`src/rtl/cpu_ctrl_pkg.sv`:
```
// Shared definitions for the CPU execution controller: state encoding and widths.
package cpu_ctrl_pkg;
  localparam int unsigned STATE_W = 2;
  localparam int unsigned CNT_W   = 16;

  typedef enum logic [STATE_W-1:0] {
    PAUSE  = 2'd0,
    STEP   = 2'd1,
    RUN    = 2'd2,
    HALTED = 2'd3
  } exec_state_e;
endpackage

```
`src/rtl/cpu_exec_controller_if.sv`:
```
// Board-side and CPU-side signals of the execution controller.
interface cpu_exec_controller_if
  import cpu_ctrl_pkg::*;
#(
  parameter int unsigned PC_W = 8
);
  logic               RunSw;
  logic               StepKey;
  logic               Halt;
  logic [PC_W-1:0]    Pc;
  logic [PC_W-1:0]    BreakAddr;
  logic               BreakEn;
  logic               CpuEn;
  logic [STATE_W-1:0] State;
  logic [CNT_W-1:0]   StepCnt;

  modport slave (
    input  RunSw, StepKey, Halt, Pc, BreakAddr, BreakEn,
    output CpuEn, State, StepCnt
  );

  modport master (
    output RunSw, StepKey, Halt, Pc, BreakAddr, BreakEn,
    input  CpuEn, State, StepCnt
  );
endinterface

```
`src/rtl/key_debouncer.sv`:
```
// Push-button synchroniser and debouncer; emits a one-cycle pulse per accepted press.
module key_debouncer #(
  parameter int unsigned DEBOUNCE_CYCLES = 50000
) (
  input  logic Clock,
  input  logic Reset,
  input  logic StepKey,
  output logic press
);
  localparam int unsigned CNT_W = (DEBOUNCE_CYCLES > 1) ? $clog2(DEBOUNCE_CYCLES) : 1;
  localparam logic [CNT_W-1:0] CNT_LAST = CNT_W'(DEBOUNCE_CYCLES - 1);

  logic             key_s1;
  logic             key_s;
  logic             stable;
  logic [CNT_W-1:0] cnt;

  // Any return of the synced key to the accepted level restarts the count.
  always_ff @(posedge Clock or posedge Reset) begin
    if (Reset) begin
      key_s1 <= 1'b0;
      key_s  <= 1'b0;
      stable <= 1'b0;
      cnt    <= '0;
      press  <= 1'b0;
    end else begin
      key_s1 <= StepKey;
      key_s  <= key_s1;
      press  <= 1'b0;
      if (key_s == stable) begin
        cnt <= '0;
      end else if (cnt == CNT_LAST) begin
        stable <= key_s;
        cnt    <= '0;
        press  <= key_s;
      end else begin
        cnt <= cnt + CNT_W'(1);
      end
    end
  end
endmodule

```
`src/rtl/cpu_exec_controller.sv`:
```
// Generates the CPU execute strobe: divided free-run, debounced single-step,
// PC breakpoint and sticky halt.
module cpu_exec_controller
  import cpu_ctrl_pkg::*;
#(
  parameter int unsigned DEBOUNCE_CYCLES = 50000,
  parameter int unsigned RUN_DIV         = 4,
  parameter int unsigned PC_W            = 8
) (
  input logic Clock,
  input logic Reset,
  cpu_exec_controller_if.slave bus
);
  localparam int unsigned DIV_W = (RUN_DIV > 1) ? $clog2(RUN_DIV) : 1;
  localparam logic [DIV_W-1:0] DIV_LAST = DIV_W'(RUN_DIV - 1);

  logic             run_s1;
  logic             run_s;
  logic             press;
  exec_state_e      state;
  logic [DIV_W-1:0] div;
  logic [DIV_W-1:0] div_nxt;
  logic             strobe_due;
  logic             bp_hit;
  logic             cpu_en;
  logic [CNT_W-1:0] step_cnt;

  key_debouncer #(.DEBOUNCE_CYCLES(DEBOUNCE_CYCLES)) u_key (
    .Clock   (Clock),
    .Reset   (Reset),
    .StepKey (bus.StepKey),
    .press   (press)
  );

  always_ff @(posedge Clock or posedge Reset) begin
    if (Reset) begin
      run_s1 <= 1'b0;
      run_s  <= 1'b0;
    end else begin
      run_s1 <= bus.RunSw;
      run_s  <= run_s1;
    end
  end

  // CpuEn is a flop, so the strobe is decided on the edge that moves the
  // divider onto its last count.
  always_comb begin
    div_nxt    = (div == DIV_LAST) ? '0 : div + DIV_W'(1);
    strobe_due = (div_nxt == DIV_LAST);
    bp_hit     = bus.BreakEn && (PC_W'(bus.Pc) == PC_W'(bus.BreakAddr));
  end

  always_ff @(posedge Clock or posedge Reset) begin
    if (Reset) begin
      state    <= PAUSE;
      div      <= '0;
      cpu_en   <= 1'b0;
      step_cnt <= '0;
    end else begin
      cpu_en <= 1'b0;
      if (cpu_en) step_cnt <= step_cnt + CNT_W'(1);
      case (state)
        PAUSE: begin
          if (bus.Halt) begin
            state <= HALTED;
          end else if (run_s) begin
            state <= RUN;
            div   <= '0;
          end else if (press) begin
            state  <= STEP;
            cpu_en <= 1'b1;
          end
        end
        STEP:   state <= bus.Halt ? HALTED : PAUSE;
        RUN: begin
          if (bus.Halt) begin
            state <= HALTED;
          end else if (!run_s) begin
            state <= PAUSE;
          end else begin
            div <= div_nxt;
            if (strobe_due) begin
              if (bp_hit) state  <= PAUSE;
              else        cpu_en <= 1'b1;
            end
          end
        end
        HALTED:  state <= HALTED;
        default: state <= PAUSE;
      endcase
    end
  end

  assign bus.CpuEn   = cpu_en;
  assign bus.State   = state;
  assign bus.StepCnt = step_cnt;
endmodule

```
`src/flat_wrapper.sv`:
```
// flat-port wrapper written by rule: the top's interface ports become plain ports
module cpu_exec_controller_flat import cpu_ctrl_pkg::*;
#(
  parameter int unsigned DEBOUNCE_CYCLES = 50000,
  parameter int unsigned RUN_DIV         = 4,
  parameter int unsigned PC_W            = 8
)
  (Clock, Reset, bus_RunSw, bus_StepKey, bus_Halt, bus_Pc, bus_BreakAddr, bus_BreakEn, bus_CpuEn, bus_State, bus_StepCnt);
  cpu_exec_controller_if #(.PC_W(PC_W)) bus_i ();
  input logic Clock;
  input logic Reset;
  input wire logic [$bits(bus_i.RunSw)-1:0] bus_RunSw;
  input wire logic [$bits(bus_i.StepKey)-1:0] bus_StepKey;
  input wire logic [$bits(bus_i.Halt)-1:0] bus_Halt;
  input wire logic [$bits(bus_i.Pc)-1:0] bus_Pc;
  input wire logic [$bits(bus_i.BreakAddr)-1:0] bus_BreakAddr;
  input wire logic [$bits(bus_i.BreakEn)-1:0] bus_BreakEn;
  output wire logic [$bits(bus_i.CpuEn)-1:0] bus_CpuEn;
  output wire logic [$bits(bus_i.State)-1:0] bus_State;
  output wire logic [$bits(bus_i.StepCnt)-1:0] bus_StepCnt;
  assign bus_i.RunSw = bus_RunSw;
  assign bus_i.StepKey = bus_StepKey;
  assign bus_i.Halt = bus_Halt;
  assign bus_i.Pc = bus_Pc;
  assign bus_i.BreakAddr = bus_BreakAddr;
  assign bus_i.BreakEn = bus_BreakEn;
  assign bus_CpuEn = bus_i.CpuEn;
  assign bus_State = bus_i.State;
  assign bus_StepCnt = bus_i.StepCnt;
  cpu_exec_controller #(.DEBOUNCE_CYCLES(DEBOUNCE_CYCLES), .RUN_DIV(RUN_DIV), .PC_W(PC_W)) u_core (.Clock(Clock), .Reset(Reset), .bus(bus_i));
endmodule
```
`config.mk`:
```
export PLATFORM = sky130hd
export DESIGN_NAME = cpu_exec_controller_flat
export DESIGN_NICKNAME = d
export VERILOG_FILES = /design/src/rtl/cpu_ctrl_pkg.sv /design/src/rtl/cpu_exec_controller_if.sv /design/src/rtl/key_debouncer.sv /design/src/rtl/cpu_exec_controller.sv /design/src/flat_wrapper.sv
export SDC_FILE = /design/constraint.sdc
export NUM_CORES = 1
export LEC_CHECK = 0
export CORE_MARGIN = 4
export CORE_UTILIZATION = 51
export CTS_CLUSTER_DIAMETER = 80
export DETAILED_ROUTE_END_ITERATION = 8
export PLACE_DENSITY_LB_ADDON = 0.25
export SLEW_MARGIN = 20
export SYNTH_ARGS = -nofsm -noshare
export SYNTH_HDL_FRONTEND = slang
export SYNTH_SLANG_ARGS = --single-unit
```
`constraint.sdc`:
```
create_clock -name Clock -period 2.2 [get_ports Clock]
set_clock_uncertainty 0.2 [all_clocks]
set_input_delay 0.44 -clock Clock [delete_from_list [all_inputs] [get_ports Clock]]
set_output_delay 0.44 -clock Clock [all_outputs]
set_load 0.005 [all_outputs]
```
==> metrics.yaml <==
cts_hold_buf: 0
hold_viol_final: 0
clk_latency_ps: 290
status: "finished clean"
clock_sinks: 43
powerDensity_nw_per_um2: 725
layout-drive-gt1-share_pct: 8.68
synthArstFlopShare_pct: 100
avgSynthCellArea_um2: 10.8
power_frac_clock_pct: 32.5
grt_pass1_wl_mm: 6.71
synth-edff-count: 0
antenna_found_initial: 0
grt_usage_pct: 16.7
core.rowCount: 22
fin_util_pct: 70.2
grt_max_degree: 30
setup_viol: 0
placed_cells_incl_taps: 282
fillers: 310
coreArea_um2: 3800
hold_path.class: "reg -> reg"
max-slew-margin-rel_pct: 76.3
worstRegToRegCells: 6
fin_crit_sh_pct: 91.8
rsz0062_at_grt: "false"
drt_iter0_markers: 65
drc: 0
first_pass_iters: 4
cts_buffers: 5
syn_area_um2: 2070
whs_ps: 157
clockBufferDepth: 2
cp.arrival_ps: 2000
die_y_um: 71.7
via_per_inst: 5.12
p_int_uw: 1430
cts_resized: 0
cts-root-buf: "clkbuf_8"
num_vias: 1485
crit_fanout: 2
final_max_slew_viol_count: 0
switchingPower_uw: 499
syn_nets: 220
post-cts-setup-buffer-count: 0
total_leakage_power_uw: 0.00118
io_buffers: 40
final_cell_mix: "dfrtp_1, clkdlybuf4s50_1, xnor2_1, nor2_1, nand2_1"
pin_count: 41
pwr-share-comb_pct: 20.1
start_util_pct: 54.4
post-route-min-period_ps: 2020
dp_hpwl_mm: 2.85
layout_commonest_cell: "dfrtp_1"
ys_seq_area_share_pct: 52.1
synth_ff_type: "dfrtp_1"
swShare_pct: 25.8
pwr-share-seq_pct: 47.3
fp.dieW_um: 71.7
gr-total-overflow: 0
ir_worst_vdd_v: 0.000582
place_congestion: 0.800
tritoncts: "built"
dieArea_um2: 5140
area.growth.synth_to_final_pct: 29.1
fin_nets: 270
cts_max_level: 2
synth_cell_types: 28
worstMarginPinSlew_ps: 354
grt_pass1_vias: 1513
cp-start-kind: "primary input"
final-seq-area_um2: 1080
power_uw: 1930
synth-warning-count: 0
antenna_cells: 0
synthCells: 191
final_cells: 290
wire_per_inst_um: 12.8
clk_pin_slew_ps: 70
crit_required_ps: 2180
path_class: "in -> reg"
fmax_mhz: 495
ant_nets: 0
endpoint_kind: "flip-flop"
wl_mm: 3.71
synth_seq_cells: 43
tns_ps: 0
holdPathStages: 0
maxCapViolCount: 0
multiInputGateArea_um2: 957
==> metal layers <==
metal | track usage (%) | share of wire (%)
met1 | 20.9 | 45
met2 | 27.3 | 49
met3 | 5.19 | 4.1
met4 | 5.64 | 1.4
met5 | 0 | 0
==> per-stage QoR <==
| step | area (um2) | setup WS [ps] |
|---|---|---|
| 3_5_place_dp | 2550 | -157 |
| 2_1_floorplan | 2070 | 378 |
| 3_3_place_gp | 2550 | -125 |
| 4_1_cts | 2670 | 167 |
| 6_report | 2670 | 180 |
| 5_1_grt | 2670 | 110 |
==> final timing paths <==
kind | to | startpoint | slack (ps)
min | u_core.u_key.key_s | u_core.u_key.key_s1 | 160
max in group asynchronous | u_core.u_key.cnt[3] | Reset | 1210
max | u_core.bus.State[1] | bus_BreakAddr[0] | 180
min in group asynchronous | u_core.bus.StepCnt[14] | Reset | 250
min reg2reg | u_core.u_key.key_s | u_core.u_key.key_s1 | 160
max reg2reg | u_core.bus.State[1] | u_core.div[0] | 480
==> critical path: stages <==
cell and delay, ps:
clkdlybuf4s50_1 410, xor2_1 190, nor4_4 300, nand3_1 130, a21oi_2 180, mux2_2 340
==> sequential cells by signal, indices dropped and copies added, names as in the netlist <==
name / cells
u_core.u_key.stable: 1
u_core.bus.State: 2
u_core.u_key.key_s: 1
u_core.bus.StepCnt: 16
u_core.u_key.key_s1: 1
u_core.run_s: 1
u_core.run_s1: 1
u_core.div: 2
u_core.bus.CpuEn: 1
u_core.u_key.cnt: 16
u_core.u_key.press: 1
==> power groups by stage <==
stage / Sequential (uW) / Clock (uW) / Combinational [uW]
final: 915 / 629 / 389
after global routing: 929 / 684 / 434
after CTS: 917 / 648 / 397
after detailed placement: 932 / 0 / 395
after global placement: 929 / 0 / 378
after floorplan: 921 / 0 / 227
==> cell families (layout without fill, tap and decap cells) <==
group	after synthesis	after routing	share of synthesized area [%]
AND/OR/NAND/NOR	82	82	21.1
flip-flops	43	43	52.1
AO/OA/AOI/OAI	9	9	2.72
XOR/XNOR	38	38	16.1
buffers and inverters	8	59	1.63
multiplexers	4	4	2.18
adder cells (fa/ha/maj)	7	7	4.24
==> cells in the mapped netlist (all sizes together), types with 2 or more instances <==
cell | n | area (um2)
ha | 7 | 87.6
nor2 | 22 | 82.6
xnor2 | 22 | 193
mux2 | 4 | 45.0
a21oi | 3 | 18.8
nand3 | 12 | 65.1
xor2 | 16 | 140
nor4b | 2 | 32.5
and3 | 6 | 37.5
dfrtp | 43 | 1080
inv | 7 | 26.3
nand4 | 7 | 43.8
nand2 | 18 | 67.6
nor3 | 9 | 50.1
o21ai | 4 | 20.0
==> area by class of cell <==
type | instances | area share [%]
Timing Repair Buffer | 44 | 16.1
Inverter | 7 | 0.985
Multi-Input combinational cell | 140 | 35.9
Tap cell | 48 | 2.25
Clock buffer | 6 | 3.10
Clock inverter | 2 | 1.31
Sequential cell | 43 | 40.3
No activity file was read; power rests on OpenSTA's default activity.
